**src/rtl/fifo_rd_stream.sv**
```systemverilog
// Read-side stream adapter for the 128x1024 synchronous FIFO: turns the FIFO's
// 1-cycle-latency read port into a valid/ready stream through a 2-entry buffer.
module fifo_rd_stream #(
  parameter int DATA_W = 128,
  parameter int CNT_W  = 32
) (
  input  logic              clk,
  input  logic              rstn,
  input  logic              i_clr,
  input  logic              i_fifo_empty,
  input  logic [DATA_W-1:0] i_fifo_rddata,
  output logic              o_fifo_rden,
  output logic              o_valid,
  input  logic              i_ready,
  output logic [DATA_W-1:0] o_data,
  output logic [CNT_W-1:0]  o_rd_count
);

  logic [1:0]        occ;
  logic              infl;
  logic [DATA_W-1:0] head;
  logic [DATA_W-1:0] tail;
  logic [CNT_W-1:0]  rd_count;

  logic       pop;
  logic       push;
  logic       rd_acc;
  logic [1:0] level;

  assign o_valid    = (occ != 2'd0);
  assign o_data     = head;
  assign o_rd_count = rd_count;

  assign pop  = o_valid && i_ready;
  assign push = infl;

  // Words owned after this edge; the pop credit keeps one read per cycle in steady state.
  // Cannot underflow (pop needs occ>=1) and never exceeds 2, so 2 bits suffice.
  assign level = occ + {1'b0, infl} - {1'b0, pop};

  assign o_fifo_rden = rstn && !i_clr && !i_fifo_empty && (level < 2'd2);
  assign rd_acc      = o_fifo_rden && !i_fifo_empty;

  always_ff @(posedge clk) begin
    if (!rstn) begin
      occ      <= 2'd0;
      infl     <= 1'b0;
      head     <= '0;
      tail     <= '0;
      rd_count <= '0;
    end else if (i_clr) begin
      // Storage is left alone so o_data keeps showing its last value.
      occ  <= 2'd0;
      infl <= 1'b0;
    end else begin
      infl <= rd_acc;
      if (pop) begin
        rd_count <= rd_count + CNT_W'(1);
      end
      case ({push, pop})
        2'b10: begin
          if (occ == 2'd0) begin
            head <= i_fifo_rddata;
          end else begin
            tail <= i_fifo_rddata;
          end
          occ <= occ + 2'd1;
        end
        2'b01: begin
          if (occ == 2'd2) begin
            head <= tail;
          end
          occ <= occ - 2'd1;
        end
        2'b11: begin
          // Occupancy unchanged: the landing word takes the slot the popped word frees.
          if (occ == 2'd1) begin
            head <= i_fifo_rddata;
          end else begin
            head <= tail;
            tail <= i_fifo_rddata;
          end
        end
        default: begin
        end
      endcase
    end
  end

endmodule
```
**config.mk**
```make
export PLATFORM = sky130hd
export DESIGN_NAME = fifo_rd_stream
export DESIGN_NICKNAME = d
export VERILOG_FILES = /design/src/rtl/fifo_rd_stream.sv
export SDC_FILE = /design/constraint.sdc
export NUM_CORES = 1
export LEC_CHECK = 0
export BUFFER_PORTS_ARGS = -buffer_cell sky130_fd_sc_hd__buf_2
export CORE_MARGIN = 2
export CORE_UTILIZATION = 58
export DETAILED_ROUTE_END_ITERATION = 16
export PLACE_DENSITY = 0.85
export SYNTH_ARGS = -nofsm -noshare
export SYNTH_HDL_FRONTEND = slang
export SYNTH_SLANG_ARGS = --single-unit
```
**constraint.sdc**
```tcl
create_clock -name clk -period 6.12 [get_ports clk]
set_input_delay 0.918 -clock clk [delete_from_list [all_inputs] [get_ports clk]]
set_output_delay 0.918 -clock clk [all_outputs]
set_load 0.03 [all_outputs]
```
Word level (Yosys, flattened, before mapping)
Cells that the tools add are included.
{ "classes": {"addsub": 5, "n_lt_le_gt_ge": 1, "eq_ne": 9, "n_mux": 8, "bitwise": 2, "n_reduce_logical": 16} }
{ "ops": {"columns": ["op", "n"], "rows": [
  ["128-bit two-way mux", 5],
  ["128-bit one-hot mux with 3 select lines", 1],
  ["128-bit one-hot mux with 2 select lines", 1],
  ["32-bit by 1-bit adder with 32-bit output (second input constant)", 1],
  ["2-bit != test (second input constant)", 4],
  ["4-bit AND reduction", 2],
  ["2-bit equality test (second input constant)", 3],
  ["2-bit nonzero test", 3],
  ["1-bit logical AND", 5],
  ["2-bit by 1-bit equality test with 1-bit output (second input constant)", 2],
  ["2-bit one-hot mux with 2 select lines", 1],
  ["3-bit nonzero test", 1],
  ["2-bit by 1-bit adder with 2-bit output", 1],
  ["2-bit by 1-bit adder with 2-bit output (second input constant)", 1],
  ["1-bit zero test", 2],
  ["2-bit zero test", 1],
  ["2-bit < comparator (second input constant)", 1],
  ["1-bit inverter", 2],
  ["2-bit AND reduction", 1],
  ["2-bit OR reduction", 1],
  ["2-bit by 1-bit subtractor with 2-bit output", 1],
  ["2-bit by 1-bit subtractor with 2-bit output (second input constant)", 1]
]} }
{ "totals": {"register_bits": 291, "input_bits": 133, "word_cells": 46} }

Logic depth before layout (Yosys ltp)
Gate-level depths: netlist (run 1).
{ "depth": {"ltp_word": 6, "ltp_mapped": 11} }

Least setup slack after synthesis (run 1)
No wires, ideal clock.
{ "synth_timing": {"kind": "input to output", "from": "input i_ready", "to": "output o_fifo_rden", "arrival_ns": 2.366, "required_time_ns": 5.202, "setup_slack_ns": 2.836, "path_stages": 5, "n_path_buf": 0, "cell_sequence": "nor2b_1 ha_1 nor2_1 xnor2_1 nor3_1"} }
{ "synth_between": {"elab_chain_cells": 4} }
{ "synth_lines": {"columns": ["element", "line_no", "rtl"], "rows": [
  ["from (decl)", "14", "input logic i_ready,"],
  ["1-bit logical AND", "34", "assign pop = o_valid && i_ready;"],
  ["2-bit by 1-bit subtractor with 2-bit output", "39", "assign level = occ + {1'b0, infl} - {1'b0, pop};"],
  ["2-bit < comparator", "41", "assign o_fifo_rden = rstn && !i_clr && !i_fifo_empty && (level < 2'd2);"],
  ["1-bit logical AND", "41", null],
  ["to (decl)", "12", "output logic o_fifo_rden,"]
]} }
No other way between the ends.

Worst setup path in the final report (run 1)
{ "layout_timing": {"from": "register occ[1]", "to": "register head[59], in the netlist o_data[59]"} }
{ "layout_between": {"elab_chain_cells": 5} }
{ "layout_lines": {"columns": ["element", "line_no", "rtl"], "rows": [
  ["from (decl)", "19", "logic [1:0] occ;"],
  ["from (signal assigned)", "67", "occ <= occ + 2'd1;"],
  ["from (signal assigned)", "73", "occ <= occ - 2'd1;"],
  ["2-bit nonzero test", "30", "assign o_valid = (occ != 2'd0);"],
  ["1-bit logical AND", "34", null],
  ["2-bit by 1-bit equality test with 1-bit output or 2-bit equality test (tied branches)", "60", "case ({push, pop})"],
  ["2-bit != test (no source line) or 3-bit nonzero test (tied branches)", null, null],
  ["4-bit AND reduction (no source line)", null, null],
  ["to (signal assigned)", "63", "head <= i_fifo_rddata;"],
  ["to (signal assigned)", "71", "head <= tail;"],
  ["to (signal assigned)", "78", "head <= i_fifo_rddata;"],
  ["to (decl)", "21", "logic [DATA_W-1:0] head;"]
]} }
Parallel ways exist; a longest one is shown, timed or not.
A chain may end at the register's enable or synchronous reset.

==> results of run 1 <==
## state kept, by name, summed over array words and instances, names as in the netlist
signal,flops
occ,2
tail,128
infl,1
o_rd_count,32
o_data,128
## worst register-to-register path, delay by kind of cell (launching register included)
family | cells | cell delay (ns)
flip-flops | 1 | 0.33
AO/OA/AOI/OAI | 2 | 1.20
buffers and inverters | 2 | 0.98
AND/OR/NAND/NOR | 2 | 0.39
adder cells (fa/ha/maj) | 2 | 0.62
## power by group
group / switching, W / total, W / internal, W
combinational: 0.000323 / 0.000490 / 0.000167
clock: 0.000734 / 0.00180 / 0.00107
sequential: 0.0000396 / 0.00200 / 0.00196
## metrics by stage
stage          cells  cell area, um2  utilization  hold WS (ns)  setup slack [ns]
6_report        1867           15100        0.695         0.463              2.51
3_5_place_dp    1806           14100        0.649         0.457              2.22
4_1_cts         1858           15000        0.694         0.465              2.53
2_1_floorplan   1336           12700            -         0.443              2.84
5_1_grt         1867           15100        0.695         0.480              2.26
3_3_place_gp    1806           14100        0.649         0.450              2.30
## how the worst max path moves through the flow
stage | start | end | cells after the start
after floorplan | i_ready | o_fifo_rden | 5
after global placement | i_ready | o_data[50] | 7
after detailed placement | i_ready | o_data[55] | 7
after CTS | occ[0] | o_fifo_rden | 8
after global routing | occ[0] | o_data[37] | 9
final | occ[1] | o_data[59] | 8
## layout by cell type (no fill, tap or decap), drive strengths merged
cell / instances
clkbuf: 46
and4: 3
inv: 6
xnor2: 22
a21o: 1
a211oi: 1
nor3b: 128
or4: 1
a21oi: 2
or3: 3
nand4bb: 1
nand2b: 1
nand3b: 2
nand4b: 1
bufinv: 1
nand2: 266
nor2: 134
and2: 26
nand4: 10
a221oi: 128
and4bb: 1
dfxtp: 291
a21boi: 132
nor3: 4
buf: 307
nor4: 5
o211a: 1
ha: 9
o21ai: 5
nor2b: 6
o211ai: 1
xor2: 9
clkinv: 5
and3: 6
diode: 9
nand3: 13
## cell type report
class	count	share of cell area
Multi-Input combinational cell	922	0.417
Sequential cell	291	0.387
Timing Repair Buffer	307	0.105
Clock buffer	46	0.0612
Tap cell	280	0.0232
Clock inverter	6	0.00390
Inverter	6	0.00149
Antenna cell	9	0.00149
## per-layer routing
| layer | global-route usage | vias to the layer above |
|---|---|---|
| met5 | 0 | - |
| met4 | 0.106 | 2 |
| met3 | 0.0562 | 76 |
| met2 | 0.445 | 357 |
| met1 | 0.335 | 5121 |
| li1 | - | 5133 |
## kinds of logic after synthesis
logic type / synth area share
fa+ha+maj: 0.00886
buf+inv: 0.0497
compound gates: 0.221
flops: 0.459
xor+xnor: 0.0214
simple gates: 0.241
==> summary.txt, run 1 <==
Worst setup path
  – Worst-path maximum fanout: 59
  – Reg2reg setup slack: 2.51 ns
  – Crit. End Element: register
  – Setup crit start kind: register
  – Crit-path most repeated cell: ha_1
  – Max stage delay cell, worst path: o21ai_4
  – CP Class: register to register
  – Arrival @ worst endpoint: 4.06 ns
  – Reg2reg end: o_data[59]
  – WP buf/inv: 2
  – Delay-heaviest family, CP: compound AO/OA/AOI/OAI gates
  – CP max stage delay: 0.92 ns
  – R2R cell count: 8
  – Crit-path cells: inv_1, ha_1, nor2b_1, ha_1, o21ai_4, buf_4, a221oi_1, nor3b_1
  – Worst path required time: 6.57 ns
  – Origin of the critical flop-to-flop path: occ[1]

Timing
  – Max-slew violations: 0
  – Fin crit share: 0.589
  – Tmin final: 3.61 ns
  – Fin Setup TNS: 0 ns
  – RSZ-0062 raised after global routing: no
  – Final hold vios: 0
  – Final Setup Violations: 0
  – Pin slew with the least headroom to its limit: 1.14 ns
  – Setup Skew: 0.00616 ns
  – Slew headroom: 0.235
  – Fmax: 0.277 GHz

Drt
  – Starting DRT DRC Count: 730
  – Via density: 5.73
  – TritonRoute pass-1 iters: 5
  – Post-Route WL: 32,400 um
  – Drc violations: 0
  – Wl on met1: 13,600 um
  – Routed vias: 10,689
  – Routed len/inst: 17.4 um
  – Met3 wire length: 2140 um
  – Routed Antenna Nets: 0
  – Met2 wire len: 15,500 um
  – Top sig layer: met5

Clocking
  – CTS resizes: 0
  – CTS buffer count: 30
  – Hold-fix buffers, CTS: 0
  – Clock Latency Late Sink: 0.54 ns
  – Sink Count: 291
  – H-tree depth: 1
  – CTS tree: built
  – CTS clk-pin slew, worst paths: 0.06 ns
  – Post-CTS setup buffer count: 0
  – Max clock buf depth: 3
  – CTS Root Cell: clkbuf_16

Cells and area
  – Fin nets: 1,700
  – Filler cell count: 1,671
  – P&R area growth vs syn: 18.6%
  – Share of cells above drive strength 1: 0.297
  – Area of the multi-input gates: 6280 um2
  – Register area: 5830 um2

Synth
  – Net count after synthesis: 1,478
  – Post-Syn Area: 12,700 um2
  – Flops & latches, synth: 291
  – Ys flop type: dfxtp_1
  – Most frequent cell after synthesis: dfxtp_1
  – Async SR Flop Fraction: 0
  – Area leader, netlist: dfxtp_1
  – Cells after synthesis: 1,336
  – Share of the synthesized area in the top cell type: 0.459
  – Post-synth top cells: 291 x dfxtp_1, 266 x nand2_1, 133 x nor2_1
  – Post-synth EDFFs: 0
  – Distinct cell type count after synthesis: 47
  – Warnings from Yosys: 0
  – Largest cells by area after synthesis: dfxtp_1 46%, a221oi_2 12%, nand2_1 7.9%
  – Seq/Total Area, Yosys: 0.459
  – Syn_area_per_cell: 9.51 um2

Floorplanning
  – Core ar.: 21,700 um2
  – Die X: 152 um
  – Initial Util: 0.586
  – Die ar.: 23,100 um2
  – Row Count: 54
  – Die H: 152 um
  – IO Pins: 295

Global route
  – Initial antenna violation count: 10
  – Grt total ovfl: 0
  – First-pass GRT wire length: 52,300 um
  – Total Routing Usage GR: 0.266
  – Vias in the first global route: 10,443
  – Largest net degree at the start of global routing: 132

Place
  – Routability cong.: 0.801
  – PortBufs: 294
  – DP HPWL: 19,400 um

Hold path
  – Worst Hold Endpoint: tail[51]
  – Hold Path Class: register to register
  – Hold Path Cell Cnt: 2
  – Hold_sp: tail[51]

Outcome
  – Status: complete, no violations

Power
  – Lkg Pwr: 5.91 nW
  – Pwr Density: 285 nW/um2
  – Tot Pwr: 0.00430 W
  – Max VDD drop: 0.232 mV

Run
  – Total of max-cap violations: 0
(Power assumes the default switching activity.)
==> run 2, diff against run 1 <==
- CORE_UTILIZATION: 58 -> 49
- PLACE_DENSITY: 0.85 -> 0.77
- clock period: 6.12 -> 3.28 ns (I/O delays scaled with it)
==> run 2 against run 1 <==
Global-route usage fell by 2.8 points. Via count fell by 0.52%. Critical path depth did not move. Design area rose by 2.2%. Register-to-register slack got worse by 2.1 ns. Setup slack got worse by 2.2 ns. Sequential power rose by 87%. Clock-buffer cell count rose by 9. Cell count rose by 2.9%. First-iteration DRC count rose by 1.1%. Total power rose by 98%. Sequential share of layout area fell by 0.85 points.
==> summary.txt, run 2 (synthesis gave the netlist of run 1 again) <==
Outcome
  – Status: complete, no violations

Cells and area
  – Most frequent cells in the layout: 293 x buf_2, 291 x dfxtp_1, 266 x nand2_1, 133 x nor2_1, 129 x a21boi_0
  – Area of the multi-input gates: 6280 um2
  – Filler cell count: 2,112
  – P&R area growth vs syn: 21.3%
  – Register area: 5830 um2
  – Share of cells above drive strength 1: 0.295
  – Commonest non-fill, non-tap cell in the layout: buf_2
  – Fin nets: 1,704

Worst setup path
  – Arrival @ worst endpoint: 2.50 ns
  – Worst-path maximum fanout: 6
  – Reg2reg setup slack: 0.40 ns
  – CP Class: register to output port
  – Crit. End Element: output port
  – Setup crit start kind: register
  – Worst path required time: 2.79 ns

Clocking
  – CTS tree: built
  – CTS buffer count: 34
  – CTS Root Cell: clkbuf_16
  – H-tree depth: 2
  – Post-CTS setup buffer count: 0
  – Max clock buf depth: 3
  – CTS clk-pin slew, worst paths: 0.06 ns
  – Sink Count: 291
  – Clock Latency Late Sink: 0.50 ns

Floorplanning
  – Core ar.: 25,300 um2
  – Row Count: 58
  – Die H: 165 um
  – Die ar.: 27,200 um2
  – IO Pins: 295
  – Initial Util: 0.502
  – Die X: 165 um

Timing
  – Final hold vios: 0
  – Fmax: 0.334 GHz
  – Slew headroom: 0.172
  – Max-slew violations: 0
  – Fin Setup TNS: 0 ns
  – RSZ-0062 raised after global routing: no
  – Setup Skew: 0.00917 ns
  – Fin crit share: 0.913
  – Final Setup Violations: 0
  – Tmin final: 2.99 ns
  – Pin slew with the least headroom to its limit: 1.24 ns

Place
  – DP HPWL: 19,700 um
  – PortBufs: 294
  – Routability cong.: 0.780

Global route
  – First-pass GRT wire length: 52,600 um
  – Vias in the first global route: 10,470
  – Largest net degree at the start of global routing: 289
  – Total Routing Usage GR: 0.237
  – Initial antenna violation count: 6
  – Grt total ovfl: 0

Drt
  – Routed vias: 10,633
  – Post-Route WL: 33,000 um
  – Starting DRT DRC Count: 738
  – Drc violations: 0
  – Routed len/inst: 17.2 um
  – TritonRoute pass-1 iters: 5
  – Via density: 5.54
  – Routed Antenna Nets: 0

Power
  – Lkg Pwr: 6.02 nW
  – Tot Pwr: 0.00849 W
  – Max VDD drop: 0.477 mV
  – Pwr Density: 551 nW/um2

Run
  – Total of max-cap violations: 0

Hold path
  – Hold Path Class: input pin to register
-- run 2: cell types whose count changed in the layout (fill, tap and decap cells not counted), sizes merged --
cell / delta
clkinv: -5
clkbuf: +9
inv: +1
diode: -3
bufinv: +2
-- run 2: power by group --
| part | internal [W] | leakage, nW | switching [W] |
|---|---|---|---|
| Sequential | 0.00367 | 2.36 | 0.0000732 |
| Clock | 0.00239 | 0.550 | 0.00143 |
| Combinational | 0.000326 | 3.11 | 0.000603 |
-- run 2: final timing paths --
| path | start | to | depth (start not counted) |
|---|---|---|---|
| max | occ[0] | o_fifo_rden | 8 |
| min reg2reg | tail[56] | tail[56] | 2 |
| max reg2reg | occ[0] | o_data[49] | 10 |
| min | i_fifo_empty | infl | 2 |
-- run 2: layer usage --
layer | GRT usage | up-vias | share of wire
li1 | - | 5144 | -
met1 | 0.287 | 5090 | 0.42
met2 | 0.405 | 322 | 0.48
met3 | 0.0575 | 73 | 0.067
met4 | 0.0937 | 4 | 0.029
met5 | 0 | - | 0.00073
-- run 2: timing repair --
| item | in CTS | in global routing |
|---|---|---|
| gates resized for setup | 0 | 1 |
| endpoints found under the setup margin | 0 | 3 |
| hold buffers | 0 | 0 |
-- run 2: cell type report --
| type | instances | share of cell area |
|---|---|---|
| flip-flops and latches | 291 | 0.378 |
| diodes | 6 | 0.000974 |
| multi-input cells | 922 | 0.408 |
| clock inverters | 4 | 0.00658 |
| repair buffers | 307 | 0.111 |
| clock buffers | 55 | 0.0671 |
| well taps | 330 | 0.0268 |
| inverters | 6 | 0.00146 |
-- run 2: through the flow --
| stage | hold slack (ns) | setup slack (ns) | instances | cell area, um2 | utilization |
|---|---|---|---|---|---|
| 2_1_floorplan | 0.443 | 0.680 | 1336 | 12700 | - |
| 3_3_place_gp | 0.452 | 0.413 | 1856 | 14300 | 0.563 |
| 3_5_place_dp | 0.459 | 0.286 | 1856 | 14300 | 0.563 |
| 4_1_cts | 0.155 | 0.244 | 1915 | 15400 | 0.608 |
| 5_1_grt | 0.181 | 0.0727 | 1920 | 15400 | 0.608 |
| 6_report | 0.176 | 0.287 | 1921 | 15400 | 0.608 |
-- run 2: critical path, stage by stage, from the launching register on --
cell,delay (ns)
dfxtp_1,0.37
inv_1,0.10
ha_1,0.27
nor2b_1,0.27
ha_1,0.30
xnor2_1,0.17
xnor2_1,0.12
nor3_1,0.16
buf_2,0.24
